`src/rtl/mem_arb_pkg.sv`:
```
// Shared definitions for the program/data memory arbiter.
package mem_arb_pkg;

  localparam int DEF_WORD_W = 10;
  localparam int DEF_ADDR_W = 8;

  typedef enum logic [1:0] {
    OWN_NONE = 2'b00,
    OWN_P0   = 2'b01,
    OWN_P1   = 2'b10
  } owner_e;

endpackage

```
`src/rtl/mem_arb_rport.sv`:
```
// Per-port read-return register: latches memory data on a read ack and
// pulses rvalid for the following cycle.
module mem_arb_rport
  import mem_arb_pkg::*;
#(
  parameter int WORD_W = DEF_WORD_W
) (
  input  logic              clk,
  input  logic              rst_n,
  input  logic              ack,
  input  logic              we,
  input  logic [WORD_W-1:0] mem_rdata,
  output logic [WORD_W-1:0] rdata,
  output logic              rvalid
);

  // rdata is held between reads so the requester can sample it late.
  always_ff @(posedge clk or negedge rst_n) begin
    if (!rst_n) begin
      rdata  <= '0;
      rvalid <= 1'b0;
    end else begin
      rvalid <= ack & ~we;
      if (ack & ~we) rdata <= mem_rdata;
    end
  end

endmodule

```
`src/rtl/memory_arbiter.sv`:
```
// Two-requester round-robin arbiter for the single-port program/data memory,
// with a bounded burst length and registered read return per port.
module memory_arbiter
  import mem_arb_pkg::*;
#(
  parameter int WORD_W    = DEF_WORD_W,
  parameter int ADDR_W    = DEF_ADDR_W,
  parameter int MAX_BURST = 4
) (
  input  logic              clk,
  input  logic              rst_n,
  input  logic              p0_req,
  input  logic              p0_we,
  input  logic [ADDR_W-1:0] p0_addr,
  input  logic [WORD_W-1:0] p0_wdata,
  output logic              p0_ack,
  output logic [WORD_W-1:0] p0_rdata,
  output logic              p0_rvalid,
  input  logic              p1_req,
  input  logic              p1_we,
  input  logic [ADDR_W-1:0] p1_addr,
  input  logic [WORD_W-1:0] p1_wdata,
  output logic              p1_ack,
  output logic [WORD_W-1:0] p1_rdata,
  output logic              p1_rvalid,
  output logic [ADDR_W-1:0] mem_addr,
  output logic [WORD_W-1:0] mem_wdata,
  output logic              mem_write,
  input  logic [WORD_W-1:0] mem_rdata,
  output logic [1:0]        owner
);

  localparam int CNT_W = $clog2(MAX_BURST) + 1;
  localparam logic [CNT_W-1:0] BURST_LIM = CNT_W'(MAX_BURST);

  owner_e           own_q;
  owner_e           last_q;
  logic [CNT_W-1:0] cnt_q;

  logic             own_req;
  logic             oth_req;
  owner_e           other;
  logic [CNT_W-1:0] cnt_inc;

  assign owner  = own_q;
  assign p0_ack = (own_q == OWN_P0) & p0_req;
  assign p1_ack = (own_q == OWN_P1) & p1_req;

  assign own_req = (own_q == OWN_P0) ? p0_req : p1_req;
  assign oth_req = (own_q == OWN_P0) ? p1_req : p0_req;
  assign other   = (own_q == OWN_P0) ? OWN_P1 : OWN_P0;
  assign cnt_inc = cnt_q + 1'b1;

  // Memory pins follow the owner's fields; idle bus is driven to zero.
  always_comb begin
    mem_addr  = '0;
    mem_wdata = '0;
    mem_write = 1'b0;
    case (own_q)
      OWN_P0: begin
        mem_addr  = p0_addr;
        mem_wdata = p0_wdata;
        mem_write = p0_ack & p0_we;
      end
      OWN_P1: begin
        mem_addr  = p1_addr;
        mem_wdata = p1_wdata;
        mem_write = p1_ack & p1_we;
      end
      default: ;
    endcase
  end

  // Ownership hands over without an idle cycle; a full burst yields only to a waiting peer.
  always_ff @(posedge clk or negedge rst_n) begin
    if (!rst_n) begin
      own_q  <= OWN_NONE;
      last_q <= OWN_P1;
      cnt_q  <= '0;
    end else begin
      case (own_q)
        OWN_NONE: begin
          cnt_q <= '0;
          if (p0_req && p1_req) own_q <= (last_q == OWN_P0) ? OWN_P1 : OWN_P0;
          else if (p0_req)      own_q <= OWN_P0;
          else if (p1_req)      own_q <= OWN_P1;
        end
        default: begin
          if (!own_req) begin
            last_q <= own_q;
            cnt_q  <= '0;
            own_q  <= oth_req ? other : OWN_NONE;
          end else if (cnt_inc == BURST_LIM) begin
            cnt_q <= '0;
            if (oth_req) begin
              last_q <= own_q;
              own_q  <= other;
            end
          end else begin
            cnt_q <= cnt_inc;
          end
        end
      endcase
    end
  end

  mem_arb_rport #(.WORD_W(WORD_W)) u_rport0 (
    .clk       (clk),
    .rst_n     (rst_n),
    .ack       (p0_ack),
    .we        (p0_we),
    .mem_rdata (mem_rdata),
    .rdata     (p0_rdata),
    .rvalid    (p0_rvalid)
  );

  mem_arb_rport #(.WORD_W(WORD_W)) u_rport1 (
    .clk       (clk),
    .rst_n     (rst_n),
    .ack       (p1_ack),
    .we        (p1_we),
    .mem_rdata (mem_rdata),
    .rdata     (p1_rdata),
    .rvalid    (p1_rvalid)
  );

endmodule

```
`config.mk`:
```
export PLATFORM = sky130hd
export DESIGN_NAME = memory_arbiter
export DESIGN_NICKNAME = d
export VERILOG_FILES = /design/src/rtl/mem_arb_pkg.sv /design/src/rtl/mem_arb_rport.sv /design/src/rtl/memory_arbiter.sv
export SDC_FILE = /design/constraint.sdc
export NUM_CORES = 1
export LEC_CHECK = 0
export BUFFER_PORTS_ARGS = -buffer_cell sky130_fd_sc_hd__clkbuf_2
export CAP_MARGIN = 25
export CORE_MARGIN = 2
export CORE_UTILIZATION = 40
export DETAILED_ROUTE_END_ITERATION = 10
export MAX_ROUTING_LAYER = met4
export PLACE_DENSITY = 0.74
export SLEW_MARGIN = 10
export SYNTH_ARGS = -nofsm -noshare
export SYNTH_HDL_FRONTEND = slang
export SYNTH_HIERARCHICAL = 1
export SYNTH_SLANG_ARGS = --single-unit
```
`constraint.sdc`:
```
create_clock -name clk -period 3.6 [get_ports clk]
set_input_delay 0.72 -clock clk [delete_from_list [all_inputs] [get_ports clk]]
set_output_delay 0.72 -clock clk [all_outputs]
set_load 0.1 [all_outputs]
```
==> results.tsv <==
metric	value	unit
most area-consuming cells after synthesis	dfrtp_1 (41%), mux2_4 (16%), a22oi_1 (7.9%)	
clock sinks	29	
initial antenna violation count	0	
Min Clock Period, post-route	2.99	ns
required time of the critical path	2.88	ns
number of endpoints with negative hold slack in the final report	0	
ports placed on the boundary	97	
n_diodes	0	
global route overflow	0	
syn avg cell area	12.1	µm²
maximum operating frequency	335	MHz
port buffer count	96	
setup repair after global routing missed its margin	no	
final routed wire length divided by cell count	14.9	µm
TritonCTS buffer count	5	
#FFs+latches synth	29	
Starting DRT DRC Count	60	
pin count of the biggest net entering global routing	30	
CTS H-Tree Depth	2	
half-perimeter wire length after detailed placement	3260	µm
Distinct cells, synth	33	
nature of the critical path endpoint	output port	
Cell Chain, Critical Path	inv_1 -> ha_1 -> buf_4 -> a22oi_1 -> nor2b_2 -> clkbuf_2	
full die area	0.00479	mm²
number of buffer and inverter stages on the critical path	3	
highest fanout seen on the critical path	16	
clock tree root driver cell	clkbuf_8	
leading cell type in the layout, fill and taps excluded	clkbuf_2	
Hold-fix buffers, CTS	0	
Starting Density	42.0	%
yosys synthesis warning count	6	
1st-pass router iterations	4	
Final nets	295	
fin worst setup slack	0.615	ns
arrival time worst endpoint	2.27	ns
maximum cell stage delay along the critical path	0.52	ns
number of max-cap violations	0	
final weighted congestion in routability-driven placement	0.769	
fraction of post-synthesis cell area in the top cell type by area	41.1	%
Die X-Extent	69.2	µm
sequential fraction of the synthesis area	42.7	%
clock tree from TritonCTS	done	
setup repair bufs after CTS	0	
fraction of the cycle the final worst path needs	82.9	%
number of pins with negative max-slew slack in the final report	0	
nets in the synthesized netlist	199	
Max clock buf depth	2	
first-pass GRT wire length	6780	µm
fraction of layout instances using a drive strength above 1	62.6	%
Post-Route WL	4290	µm
area of all sequential standard cells	727	µm²
total vias in the final route	1445	
CTS clk-pin slew, worst paths	0.06	ns
headroom to the max-slew limit	54.5	%
core box area	0.00406	mm²
via count of the first global-routing pass	1416	
Skew-Pair Late Insertion Delay	0.28	ns
number of placement rows	23	
cell area after synthesis	0.00170	mm²
Max stage delay cell, worst path	ha_1	
final-layout fill cell count	341	
category of the most critical setup path	reg -> out	
area overhead of the layout relative to synthesis	37.4	%
most frequent cells in the layout	clkbuf_2 (96), dfrtp_1 (28), a22oi_1 (18), nor2b_2 (18), mux2_4 (18)	
family with the most delay on the worst path	buffers and inverters	
slew at the pin closest to its max-slew limit	0.683	ns
Clock Skew	0.00438	ns
Fin Setup TNS	0	ns
run status	finished clean	
Cells after Synth	141	
DIE HEIGHT	69.2	µm
area occupied by multi-input gates	953	µm²
Worst Setup Start Kind	register	
number of setup violations in the final report	0	
Global Route Usage Sum	18.4	%
leading area contributor after synthesis	dfrtp_1	
pre-CTS worst setup slack	0.910	ns
worst min-delay path category	in -> async	
Detail Route Antenna Nets	0	
number of vias per cell	5.02	
total DRC errors in the routed layout	0	
# resized after CTS	0	
-- state kept, by name, indices dropped and copies added (netlist names) --
| register | flops |
|---|---|
| u_rport1/rdata | 10 |
| u_rport0/rvalid | 1 |
| last_q | 2 |
| owner | 2 |
| u_rport1/rvalid | 1 |
| u_rport0/rdata | 10 |
| cnt_q | 3 |
-- per-stage QoR --
stage / util, % / std cells / instance area [µm²] / hold WS, ns
CTS: 57.7 / 288 / 2340 / 0.470
floorplan: - / 141 / 1760 / 0.424
detailed placement: 55.4 / 280 / 2250 / 0.465
finish: 57.7 / 288 / 2340 / 0.466
global placement: 55.4 / 280 / 2250 / 0.454
global route: 57.7 / 288 / 2340 / 0.494
-- cell usage after synthesis --
cell type	instances
mux2_4	18
buf_2	1
a211oi_1	2
nand2b_1	2
mux2i_1	1
nor3b_1	1
dfstp_2	1
nand2_1	5
mux2_1	2
a21oi_1	1
xor2_1	1
nand4_1	2
a22oi_1	18
a21boi_0	1
mux2_2	3
o31a_1	2
nor2b_1	21
a311o_1	1
a221o_1	1
nand3_2	1
and3_1	1
nor2b_4	2
nor2_1	1
nand3b_1	1
ha_1	6
a21oi_2	1
clkbuf_1	6
buf_12	2
o21a_1	1
o21ai_0	2
inv_1	3
and2_1	2
dfrtp_1	28
-- worst paths after layout --
path | from | end | slack, ns | cells past startpoint
setup / recovery | owner[1] | mem_wdata[8] | 0.61 | 6
max in group asynchronous | rst_n | cnt_q[1] | 2.69 | 1
min in group clk | cnt_q[0] | cnt_q[0] | 0.47 | 1
setup reg to reg | owner[1] | u_rport0/rdata[6] | 1.38 | 5
hold / removal | rst_n | u_rport1/rdata[3] | 0.47 | 1
hold reg to reg | cnt_q[0] | cnt_q[0] | 0.47 | 1
-- per-layer routing --
layer / up-vias / GRT usage (%) / wire length (µm) / part of all wire [%]
met5: - / - / 0 / 0
met4: 0 / 8.28 / 89 / 2.1
met3: 8 / 3.92 / 142 / 3.3
met2: 42 / 30.6 / 2320 / 54
met1: 699 / 21.3 / 1740 / 40
li1: 696 / - / - / -
-- cells by family after synthesis --
kind of cell,after synthesis,share of synthesized area (%)
multiplexers,24,19.8
AO/OA/AOI/OAI,30,13.3
AND/OR/NAND/NOR,39,14.7
buffers and inverters,12,4.63
adder cells (fa/ha/maj),6,4.41
flip-flops,29,42.7
XOR/XNOR,1,0.514
-- area by class of cell --
type                    instances  area share (%)
clock buffers                   8            3.85
inverters                       3           0.481
multi-input cells             100            40.7
flip-flops and latches         29            31.1
well taps                      50            2.67
repair buffers                 98            21.2
Power is not shown: default switching activity piles up to over one toggle a cycle in this logic, so the estimate is an artifact.
